==> src/rtl/rv32_ctrl_pkg.sv <==
// rtl/rv32_ctrl_pkg.sv - opcodes, ALU_OP codes, FSM states and select encodings for the RV32I multi-cycle control unit
package rv32_ctrl_pkg;

    localparam logic [6:0] OPC_R      = 7'b0110011;
    localparam logic [6:0] OPC_IARITH = 7'b0010011;
    localparam logic [6:0] OPC_LUI    = 7'b0110111;
    localparam logic [6:0] OPC_LOAD   = 7'b0000011;
    localparam logic [6:0] OPC_STORE  = 7'b0100011;
    localparam logic [6:0] OPC_BRANCH = 7'b1100011;
    localparam logic [6:0] OPC_JAL    = 7'b1101111;

    localparam logic [3:0] ALU_ADD  = 4'b0000;
    localparam logic [3:0] ALU_SLL  = 4'b0001;
    localparam logic [3:0] ALU_SLT  = 4'b0010;
    localparam logic [3:0] ALU_SLTU = 4'b0011;
    localparam logic [3:0] ALU_XOR  = 4'b0100;
    localparam logic [3:0] ALU_SRL  = 4'b0101;
    localparam logic [3:0] ALU_OR   = 4'b0110;
    localparam logic [3:0] ALU_AND  = 4'b0111;
    localparam logic [3:0] ALU_SUB  = 4'b1000;
    localparam logic [3:0] ALU_SRA  = 4'b1101;

    localparam logic [1:0] WD_ALU = 2'b00;
    localparam logic [1:0] WD_IMM = 2'b01;
    localparam logic [1:0] WD_MEM = 2'b10;
    localparam logic [1:0] WD_PC  = 2'b11;

    localparam logic PC_PLUS4  = 1'b0;
    localparam logic PC_TARGET = 1'b1;

    localparam logic [2:0] IMM_I = 3'b000;
    localparam logic [2:0] IMM_S = 3'b001;
    localparam logic [2:0] IMM_B = 3'b010;
    localparam logic [2:0] IMM_U = 3'b011;
    localparam logic [2:0] IMM_J = 3'b100;

    typedef enum logic [2:0] {
        CLS_R, CLS_IARITH, CLS_LUI, CLS_LOAD, CLS_STORE, CLS_BRANCH, CLS_JAL, CLS_ILL
    } op_class_t;

    typedef enum logic [3:0] {
        S_IDLE, S_FETCH, S_DECODE, S_EXEC, S_WB_ALU, S_WB_LUI, S_MEM_ADDR,
        S_MEM_RD, S_WB_MEM, S_MEM_WR, S_BR, S_JMP, S_TRAP
    } state_t;

    function automatic logic [2:0] imm_type_of(input op_class_t c);
        case (c)
            CLS_STORE:  return IMM_S;
            CLS_BRANCH: return IMM_B;
            CLS_LUI:    return IMM_U;
            CLS_JAL:    return IMM_J;
            default:    return IMM_I;
        endcase
    endfunction

endpackage

==> src/rtl/rv32_inst_decode.sv <==
// rtl/rv32_inst_decode.sv - combinational opcode classification, ALU_OP selection and legality check
module rv32_inst_decode
    import rv32_ctrl_pkg::*;
(
    input  logic [31:0] inst,
    output op_class_t   op_class,
    output logic [3:0]  alu_op,
    output logic        legal
);

    logic [6:0] opcode;
    logic [6:0] funct7;
    logic [2:0] funct3;
    logic       f7_zero;
    logic       f7_alt;
    logic       unused_inst_bits;

    assign opcode  = inst[6:0];
    assign funct3  = inst[14:12];
    assign funct7  = inst[31:25];
    assign f7_zero = (funct7 == 7'b0000000);
    assign f7_alt  = (funct7 == 7'b0100000);
    assign unused_inst_bits = ^{inst[24:15], inst[11:7]};

    always_comb begin
        op_class = CLS_ILL;
        alu_op   = ALU_ADD;
        legal    = 1'b0;
        case (opcode)
            OPC_R: begin
                op_class = CLS_R;
                alu_op   = {inst[30], funct3};
                legal    = f7_zero | (f7_alt & ((funct3 == 3'b000) | (funct3 == 3'b101)));
            end
            OPC_IARITH: begin
                op_class = CLS_IARITH;
                // only the shifts carry a funct7 field; elsewhere bit 30 is immediate data
                if ((funct3 == 3'b001) || (funct3 == 3'b101)) begin
                    alu_op = {inst[30], funct3};
                    legal  = f7_zero | (f7_alt & (funct3 == 3'b101));
                end else begin
                    alu_op = {1'b0, funct3};
                    legal  = 1'b1;
                end
            end
            OPC_LUI: begin
                op_class = CLS_LUI;
                legal    = 1'b1;
            end
            OPC_LOAD: begin
                op_class = CLS_LOAD;
                legal    = (funct3 == 3'b010);
            end
            OPC_STORE: begin
                op_class = CLS_STORE;
                legal    = (funct3 == 3'b010);
            end
            OPC_BRANCH: begin
                op_class = CLS_BRANCH;
                alu_op   = ALU_SUB;
                legal    = (funct3 == 3'b000) || (funct3 == 3'b001);
            end
            OPC_JAL: begin
                op_class = CLS_JAL;
                legal    = 1'b1;
            end
            default: ;
        endcase
        if (!legal) begin
            op_class = CLS_ILL;
            alu_op   = ALU_ADD;
        end
    end

endmodule

==> src/rtl/rv32_mc_ctrl.sv <==
// rtl/rv32_mc_ctrl.sv - multi-cycle RV32I control FSM with registered strobes, selects and ALU_OP
module rv32_mc_ctrl
    import rv32_ctrl_pkg::*;
#(
    parameter bit HALT_ON_ILLEGAL = 1'b1
) (
    input  logic        clk,
    input  logic        rst_n,
    input  logic [31:0] inst,
    input  logic        ZF,
    output logic        IR_Write,
    output logic        PC_Write,
    output logic        PC0_Write,
    output logic        Reg_Write,
    output logic        Mem_Write,
    output logic [3:0]  ALU_OP,
    output logic        rs2_imm_s,
    output logic [1:0]  w_data_s,
    output logic        pc_s,
    output logic [2:0]  imm_type,
    output logic        illegal
);

    op_class_t dec_class;
    logic [3:0] dec_alu_op;
    logic       dec_legal;

    rv32_inst_decode u_decode (
        .inst     (inst),
        .op_class (dec_class),
        .alu_op   (dec_alu_op),
        .legal    (dec_legal)
    );

    state_t     state_q, state_d;
    op_class_t  cls_q, cls_d;
    logic       bne_q, bne_d;
    logic [3:0] alu_op_q, alu_op_d;
    logic [2:0] imm_type_q, imm_type_d;
    logic       ir_write_q, ir_write_d;
    logic       pc_write_q, pc_write_d;
    logic       pc0_write_q, pc0_write_d;
    logic       reg_write_q, reg_write_d;
    logic       mem_write_q, mem_write_d;
    logic       rs2_imm_s_q, rs2_imm_s_d;
    logic [1:0] w_data_s_q, w_data_s_d;
    logic       pc_s_q, pc_s_d;
    logic       illegal_q, illegal_d;
    logic       br_taken;

    always_comb begin
        state_d    = state_q;
        cls_d      = cls_q;
        bne_d      = bne_q;
        alu_op_d   = alu_op_q;
        imm_type_d = imm_type_q;
        illegal_d  = 1'b0;
        case (state_q)
            S_IDLE:   state_d = S_FETCH;
            S_FETCH:  state_d = S_DECODE;
            S_DECODE: begin
                cls_d      = dec_class;
                bne_d      = inst[12];
                alu_op_d   = dec_alu_op;
                imm_type_d = imm_type_of(dec_class);
                case (dec_class)
                    CLS_R, CLS_IARITH:    state_d = S_EXEC;
                    CLS_LUI:              state_d = S_WB_LUI;
                    CLS_LOAD, CLS_STORE:  state_d = S_MEM_ADDR;
                    CLS_BRANCH:           state_d = S_BR;
                    CLS_JAL:              state_d = S_JMP;
                    default: begin
                        illegal_d = 1'b1;
                        state_d   = HALT_ON_ILLEGAL ? S_TRAP : S_FETCH;
                    end
                endcase
            end
            S_EXEC:     state_d = S_WB_ALU;
            S_MEM_ADDR: state_d = (cls_q == CLS_LOAD) ? S_MEM_RD : S_MEM_WR;
            S_MEM_RD:   state_d = S_WB_MEM;
            S_WB_ALU, S_WB_LUI, S_WB_MEM, S_MEM_WR, S_BR, S_JMP: state_d = S_FETCH;
            S_TRAP:     state_d = S_TRAP;
            default:    state_d = S_IDLE;
        endcase

        // outputs are registered, so they are decoded from the state being entered
        ir_write_d  = (state_d == S_FETCH);
        pc0_write_d = (state_d == S_FETCH);
        pc_write_d  = (state_d == S_FETCH) || (state_d == S_JMP);
        pc_s_d      = ((state_d == S_BR) || (state_d == S_JMP)) ? PC_TARGET : PC_PLUS4;
        reg_write_d = (state_d inside {S_WB_ALU, S_WB_LUI, S_WB_MEM, S_JMP});
        mem_write_d = (state_d == S_MEM_WR);
        // ALU_B stays on the immediate through the whole sequence so ALU_F is stable at write time
        rs2_imm_s_d = ((state_d inside {S_EXEC, S_WB_ALU}) && (cls_d == CLS_IARITH)) ||
                      (state_d inside {S_MEM_ADDR, S_MEM_RD, S_MEM_WR, S_WB_MEM});
        case (state_d)
            S_WB_LUI: w_data_s_d = WD_IMM;
            S_WB_MEM: w_data_s_d = WD_MEM;
            S_JMP:    w_data_s_d = WD_PC;
            default:  w_data_s_d = WD_ALU;
        endcase
    end

    always_ff @(posedge clk or negedge rst_n) begin
        if (!rst_n) begin
            state_q     <= S_IDLE;
            cls_q       <= CLS_R;
            bne_q       <= 1'b0;
            alu_op_q    <= ALU_ADD;
            imm_type_q  <= IMM_I;
            ir_write_q  <= 1'b0;
            pc_write_q  <= 1'b0;
            pc0_write_q <= 1'b0;
            reg_write_q <= 1'b0;
            mem_write_q <= 1'b0;
            rs2_imm_s_q <= 1'b0;
            w_data_s_q  <= WD_ALU;
            pc_s_q      <= PC_PLUS4;
            illegal_q   <= 1'b0;
        end else begin
            state_q     <= state_d;
            cls_q       <= cls_d;
            bne_q       <= bne_d;
            alu_op_q    <= alu_op_d;
            imm_type_q  <= imm_type_d;
            ir_write_q  <= ir_write_d;
            pc_write_q  <= pc_write_d;
            pc0_write_q <= pc0_write_d;
            reg_write_q <= reg_write_d;
            mem_write_q <= mem_write_d;
            rs2_imm_s_q <= rs2_imm_s_d;
            w_data_s_q  <= w_data_s_d;
            pc_s_q      <= pc_s_d;
            illegal_q   <= illegal_d;
        end
    end

    // ZF only settles once the ALU sees the branch operands, so the taken term is combinational
    assign br_taken  = (state_q == S_BR) && (bne_q ? ~ZF : ZF);

    assign IR_Write  = ir_write_q;
    assign PC_Write  = pc_write_q | br_taken;
    assign PC0_Write = pc0_write_q;
    assign Reg_Write = reg_write_q;
    assign Mem_Write = mem_write_q;
    assign ALU_OP    = alu_op_q;
    assign rs2_imm_s = rs2_imm_s_q;
    assign w_data_s  = w_data_s_q;
    assign pc_s      = pc_s_q;
    assign imm_type  = imm_type_q;
    assign illegal   = illegal_q;

endmodule

==> config.mk <==
export PLATFORM = sky130hd
export DESIGN_NAME = rv32_mc_ctrl
export DESIGN_NICKNAME = d
export VERILOG_FILES = /design/src/rtl/rv32_ctrl_pkg.sv /design/src/rtl/rv32_inst_decode.sv /design/src/rtl/rv32_mc_ctrl.sv
export SDC_FILE = /design/constraint.sdc
export NUM_CORES = 1
export LEC_CHECK = 0
export BUFFER_PORTS_ARGS = -buffer_cell sky130_fd_sc_hd__buf_2
export CORE_MARGIN = 2
export CORE_UTILIZATION = 53
export DETAILED_ROUTE_END_ITERATION = 10
export HOLD_SLACK_MARGIN = 0.06
export PLACE_DENSITY = 0.84
export SKIP_CTS_REPAIR_TIMING = 1
export SYNTH_ARGS = -nofsm -noshare
export SYNTH_HDL_FRONTEND = slang
export SYNTH_SLANG_ARGS = --single-unit
==> constraint.sdc <==
create_clock -name clk -period 7 [get_ports clk]
set_input_delay 1.05 -clock clk [delete_from_list [all_inputs] [get_ports clk]]
set_output_delay 1.05 -clock clk [all_outputs]
set_load 0.01 [all_outputs]
== Word level (Yosys, flattened, before mapping) ==
Cells that the tools add are included.

* Flip-flop bits (word level): 24
* Bits of input ports: 35
* Output and inout port bits: 17
* Logic and storage cells: 98

* Eq/ne operators: 41
* Multiplexer cells: 17
* Bitwise logic cells: 7
* Reductions and logical operators: 20

{| class="wikitable"
|+ Operators by type and width
! kind !! number
|-
| == test 4 bit (second input constant) || 9
|-
| == test 4 x 3 -> 1 bit (second input constant) || 8
|-
| == test 7 x 6 -> 1 bit (second input constant) || 4
|-
| one-hot mux 4 bit (7 select lines) || 1
|-
| one-hot mux 3 bit (7 select lines) || 1
|-
| one-hot mux 4 bit (5 select lines) || 1
|-
| == test 7 bit (second input constant) || 2
|-
| OR reduction 7 bit || 2
|-
| == test 3 x 2 -> 1 bit (second input constant) || 4
|-
| == test 3 bit (second input constant) || 4
|-
| == test 4 x 2 -> 1 bit (second input constant) || 3
|-
| 2-to-1 mux 4 bit || 3
|-
| one-hot mux 3 bit (4 select lines) || 1
|-
| one-hot mux 4 bit (3 select lines) || 1
|-
| == test 3 x 1 -> 1 bit (second input constant) || 3
|-
| == test 4 x 1 -> 1 bit (second input constant) || 2
|-
| nonzero test 4 bit || 2
|-
| OR reduction 2 bit || 4
|-
| == test 7 x 2 -> 1 bit (second input constant) || 1
|-
| == test 7 x 5 -> 1 bit (second input constant) || 1
|-
| zero test 7 bit || 1
|-
| zero test 3 bit || 2
|-
| 2-to-1 mux 3 bit || 2
|-
| one-hot mux 2 bit (3 select lines) || 1
|-
| 9 further kinds || 22
|}

== Depth between registers and ports, before layout ==
* Depth in word-level cells: 14
* Mapped depth: 10
* Mapped depth without buffers: 8

== Cells and area by module ==
A second synthesis with hierarchy kept.

* Cell total of the unflattened synthesis: 147
* Area total of the unflattened synthesis: 1462.7 um2

{| class="wikitable"
|+ By module, submodules not included
! module !! instances !! cells an instance !! area an instance (um2) !! sequential area each (um2)
|-
| rv32_mc_ctrl || 1 || 104 || 1166.1 || 600.6
|-
| rv32_inst_decode || 1 || 43 || 296.5 || 0.0
|}

== Least setup slack after synthesis ==
Ideal clock, no wire load.

* Path kind: input to register
* Start: input inst[26]
* End: register rs2_imm_s_q (netlist: rs2_imm_s)
* Setup time: 66 ps
* Data arrival time: 2966 ps
* Required time: 6934 ps
* Slack: 3968 ps
* Cell stages on the path: 7
* Path buffers: 0
* Cell sequence: or4_4 or4_4 o211a_4 a21oi_2 o22ai_2 o31ai_2 a221o_1

* Word-level cells in the longest chain between the ends: 14
* Elaborated cells between the ends (all ways): 32
* Classes of those cells: 14 x eq/ne; 6 x mux; 4 x bitwise; 8 x reduce/logical

{| class="wikitable"
|+ RTL lines
! item !! RTL line !! source
|-
| from (decl) || rv32_mc_ctrl.sv:9 || <nowiki>input logic [31:0] inst,</nowiki>
|-
| == test 7 x 6 -> 1 bit || rv32_inst_decode.sv:22 || <nowiki>assign f7_alt = (funct7 == 7'b0100000);</nowiki>
|-
| AND 1 bit || rv32_inst_decode.sv:40 || <nowiki>legal = f7_zero | (f7_alt & (funct3 == 3'b101));</nowiki>
|-
| OR 1 bit || rv32_inst_decode.sv:40 ||
|-
| 2-to-1 mux 1 bit || rv32_inst_decode.sv:38 || <nowiki>if ((funct3 == 3'b001) || (funct3 == 3'b101)) begin</nowiki>
|-
| one-hot mux 1 bit (5 select lines) (*) || rv32_inst_decode.sv:29 || <nowiki>case (opcode)</nowiki>
|-
| 2-to-1 mux 3 bit (*) || rv32_inst_decode.sv:69 || <nowiki>if (!legal) begin</nowiki>
|-
| == test 3 x 2 -> 1 bit (tied with other cells) || rv32_mc_ctrl.sv:66 || <nowiki>case (dec_class)</nowiki>
|-
| OR reduction 2 bit || -- ||
|-
| one-hot mux 4 bit (5 select lines) || rv32_mc_ctrl.sv:66 ||
|-
| one-hot mux 4 bit (7 select lines) || rv32_mc_ctrl.sv:58 || <nowiki>case (state_q)</nowiki>
|-
| == test 4 x 2 -> 1 bit or == test 4 x 3 -> 1 bit (tied branches) || rv32_mc_ctrl.sv:94 || <nowiki>rs2_imm_s_d = ((state_d inside {S_EXEC, S_WB_ALU}) && (cls_d == CLS_IARITH)) ||</nowiki>
|-
| nonzero test 2 bit || rv32_mc_ctrl.sv:94 ||
|-
| logical AND 1 bit || rv32_mc_ctrl.sv:94 ||
|-
| logical OR 1 bit (*) || rv32_mc_ctrl.sv:94 ||
|-
| named net rs2_imm_s_d || rv32_mc_ctrl.sv:45 || <nowiki>logic rs2_imm_s_q, rs2_imm_s_d;</nowiki>
|-
| to (signal assigned) || rv32_mc_ctrl.sv:131 || <nowiki>rs2_imm_s_q <= rs2_imm_s_d;</nowiki>
|-
| to (decl) || rv32_mc_ctrl.sv:45 ||
|}

The timed path passes the listed nets; every way through them passes the cells marked *.
A chain may end at the register's enable or synchronous reset.

== Worst setup path after layout ==
* Start: input inst[26]
* End: register alu_op_q[2] (netlist: ALU_OP[2])

* Word-level cells in the longest chain between the ends: 6
* Elaborated cells between the ends (all ways): 9
* Classes of those cells: 1 x eq/ne; 3 x mux; 4 x bitwise; 1 x reduce/logical

{| class="wikitable"
|+ RTL lines
! item !! RTL line !! source
|-
| == test 7 x 6 -> 1 bit || rv32_inst_decode.sv:22 ||
|-
| AND 1 bit || rv32_inst_decode.sv:40 ||
|-
| OR 1 bit || rv32_inst_decode.sv:40 ||
|-
| 2-to-1 mux 1 bit || rv32_inst_decode.sv:38 ||
|-
| one-hot mux 1 bit (5 select lines) (*) || rv32_inst_decode.sv:29 ||
|-
| 2-to-1 mux 4 bit (*) || rv32_inst_decode.sv:69 ||
|-
| to (signal assigned) || rv32_mc_ctrl.sv:124 || <nowiki>alu_op_q <= alu_op_d;</nowiki>
|-
| to (decl) || rv32_mc_ctrl.sv:38 || <nowiki>logic [3:0] alu_op_q, alu_op_d;</nowiki>
|}

Mark *: on every way between the ends. The rest lies on a longest branch, timed or not.

==> impl_metrics.csv <==
group,metric,value,unit
final_layout,area_growth,14.5,%
floorplanning,ios,52,
final_layout,final_core_utilization,62.8,%
synthesis,yosysWarnings,0,
detailed_routing,vias,1306,
sta,report.final.slew_viol_count,0,
sta,fin_crit_sh,42.3,%
worst_setup_path,cp_max_fo,7,
place,dp.final_hpwl,2440,um
clocking,cts_tree,"built",
clocking,cts.clk_slew.worst_paths,130,ps
sta,fin_skew,7.64,ps
sta,slew_headroom,44.4,%
worst_setup_path,end_kind,"flip-flop",
global_routing,grt_pass1_wl,5490,um
sta,worst_slack,4040,ps
final_layout,layout_common_cells,"buf_2, dfrtp_1, nand2_1",
detailed_routing,drcViolationCount,0,
pwr,power_density,277,nW/um^2
synthesis,synthesis.nets,193,
global_routing,grt_pass1_vias,1213,
synthesis,synth_top_flop_cell,"dfrtp_1",
detailed_routing,drt.antenna.violating_nets,0,
floorplanning,fp.dieH,56.7,um
synthesis,async_flop_share,100,%
hold_path,hold_class,"flip-flop to flip-flop",
final_layout,drive_gt1_share,30.3,%
sta,setup_viol,0,
clocking,htree_levels,1,
pwr,leakage,0.774,nW
detailed_routing,drt_wl_total,3200,um
final_layout,final_cell_count_no_fill,219,
synthesis,ys_types,57,
synthesis,synth_edf_count,0,
final_layout,nFillCells,228,
detailed_routing,drt-wirelength-per-cell,14.6,um
clocking,clock_tree.root_cell,"clkbuf_4",
place,pre_cts_slack,3710,ps
status,status,"finished, final reports clean",
synthesis,ys_seq_elements,24,
global_routing,grt_use_total,21.8,%
worst_setup_path,start_kind,"primary input",
synthesis,syn_avg_cell_area,9.33,um^2
synthesis,netlist_area,1470,um^2
sta,finalCriticalPeriod,2960,ps
floorplanning,die_area,3220,um^2
final_layout,fin_nets,224,
worst_setup_path,critPathArrivalTime,3230,ps
pwr,irDropWorstVdd,0.182,mV
floorplanning,core_area,2690,um^2
place,place.gp.congestion,0.880,
clocking,cts_made_buffers,3,
sta,fmax,338,MHz
final_layout,antenna_cells,0,
sta,timing.setup.tns,0,ps
sta,tightest_slew,827,ps
global_routing,grt_max_degree,25,
floorplanning,dieWidth,56.7,um
clocking,numClockSinks,24,
global_routing,antenna_found_initial,0,
place,dpl.cell_count,215,
detailed_routing,drt_iter0_drc,47,
sta,final-hold-violation-count,0,
sta,whs,501,ps
detailed_routing,avgViaCountPerCell,5.96,
worst_setup_path,critical_path_required,7270,ps
sta,rsz0062_at_grt,"false",
place,io_buffer_count,36,
run,maxCapViolations,0,
final_layout,final_common_cell,"buf_2",
floorplanning,num_rows,19,
floorplanning,start_util,54.9,%
synthesis,synth_cells,158,
worst_setup_path,crit_type,"primary input to flip-flop",
global_routing,grt_overflow,0,
synthesis,yosysSeqAreaShare,40.7,%
clocking,clkLatencyLatePin,320,ps
detailed_routing,firstDrtPassIters,4,
clocking,clk_path_buf_depth,2,
==> state kept, by name (all words and copies together), names as in the netlist <==
| signal | cells |
|---|---|
| pc_write_q | 1 |
| Mem_Write | 1 |
| bne_q | 1 |
| Reg_Write | 1 |
| PC0_Write | 1 |
| ALU_OP | 4 |
| illegal | 1 |
| rs2_imm_s | 1 |
| w_data_s | 2 |
| imm_type | 3 |
| state_q | 4 |
| cls_q | 3 |
| pc_s | 1 |
==> logic make-up (layout without fill, tap and decap cells) <==
family	Yosys count	after routing	synth area share, %
buffers and inverters	15	45	4.07
AND/OR/NAND/NOR	69	69	27.8
flip-flops	24	24	40.7
XOR/XNOR	2	2	1.19
AO/OA/AOI/OAI	48	48	26.1
==> worst max-delay path, stage by stage <==
cell     delay, ps
buf_2           90
or4_4          530
or4_4          500
o211a_4        270
a21oi_2        160
o22ai_2        160
nor3_2         300
a22o_1         170
==> layer usage <==
| layer | wire length, um | global-route usage [%] | up-vias |
|---|---|---|---|
| li1 | - | - | 642 |
| met1 | 1470 | 29.2 | 618 |
| met2 | 1520 | 34.4 | 39 |
| met3 | 133 | 3.23 | 7 |
| met4 | 72 | 11.0 | 0 |
| met5 | 0 | 0 | - |
==> cell usage after synthesis, types with 2 or more instances <==
cell | number | area, um^2
nor3_1 | 3 | 15.0
or4_4 | 2 | 22.5
nor2b_1 | 5 | 31.3
nand2_1 | 17 | 63.8
nand2b_1 | 4 | 25.0
xor2_1 | 2 | 17.5
o21ai_0 | 5 | 25.0
o21ai_1 | 2 | 10.0
a21o_1 | 2 | 15.0
nand2b_4 | 2 | 27.5
clkbuf_1 | 9 | 33.8
a31oi_1 | 5 | 31.3
nor3b_1 | 2 | 15.0
a21oi_1 | 6 | 30.0
o22ai_1 | 2 | 12.5
inv_1 | 4 | 15.0
o21a_1 | 3 | 22.5
nand3_1 | 4 | 20.0
dfrtp_1 | 24 | 601
nor2_1 | 13 | 48.8
a22o_1 | 3 | 26.3
or3b_2 | 2 | 17.5
nand4_1 | 2 | 12.5
o211ai_1 | 2 | 15.0
==> final cells by class <==
cell class / count / area (um^2) / share of cell area (%)
multi-input cells: 119 / 813 / 48.2
flip-flops and latches: 24 / 601 / 35.6
repair buffers: 36 / 180 / 10.7
well taps: 31 / 38.8 / 2.30
clock buffers: 4 / 36.3 / 2.15
inverters: 5 / 18.8 / 1.11
==> through the flow <==
step                area, um^2  power [mW]
CTS                       1690       0.471
floorplan                 1470       0.341
detailed placement        1650       0.397
global placement          1650       0.390
global route              1690       0.500
finish                    1690       0.467
==> report_power, final <==
part	internal (mW)	total, mW	leakage, nW	switching, mW
logic	0.0871	0.191	0.451	0.104
registers	0.173	0.203	0.302	0.0302
clock network	0.0318	0.0735	0.0210	0.0417
total	0.292	0.467	0.774	0.176
==> final timing paths <==
check                                   startpoint  cells after the start  slack (ps)                       to
hold reg to reg            imm_type[0]$_DFFE_PN0P_                      2         500  imm_type[0]$_DFFE_PN0P_
hold / removal             imm_type[0]$_DFFE_PN0P_                      2         500  imm_type[0]$_DFFE_PN0P_
max in group asynchronous                    rst_n                      1        5980       cls_q[0]$_DFF_PN0_
setup reg to reg              state_q[3]$_DFF_PN0_                      7        4370      rs2_imm_s$_DFF_PN0_
setup / recovery                          inst[26]                      8        4040    ALU_OP[2]$_DFFE_PN0P_
min in group asynchronous                    rst_n                      1         670     pc_write_q$_DFF_PN0_
Power figures use the tool's default switching activity.
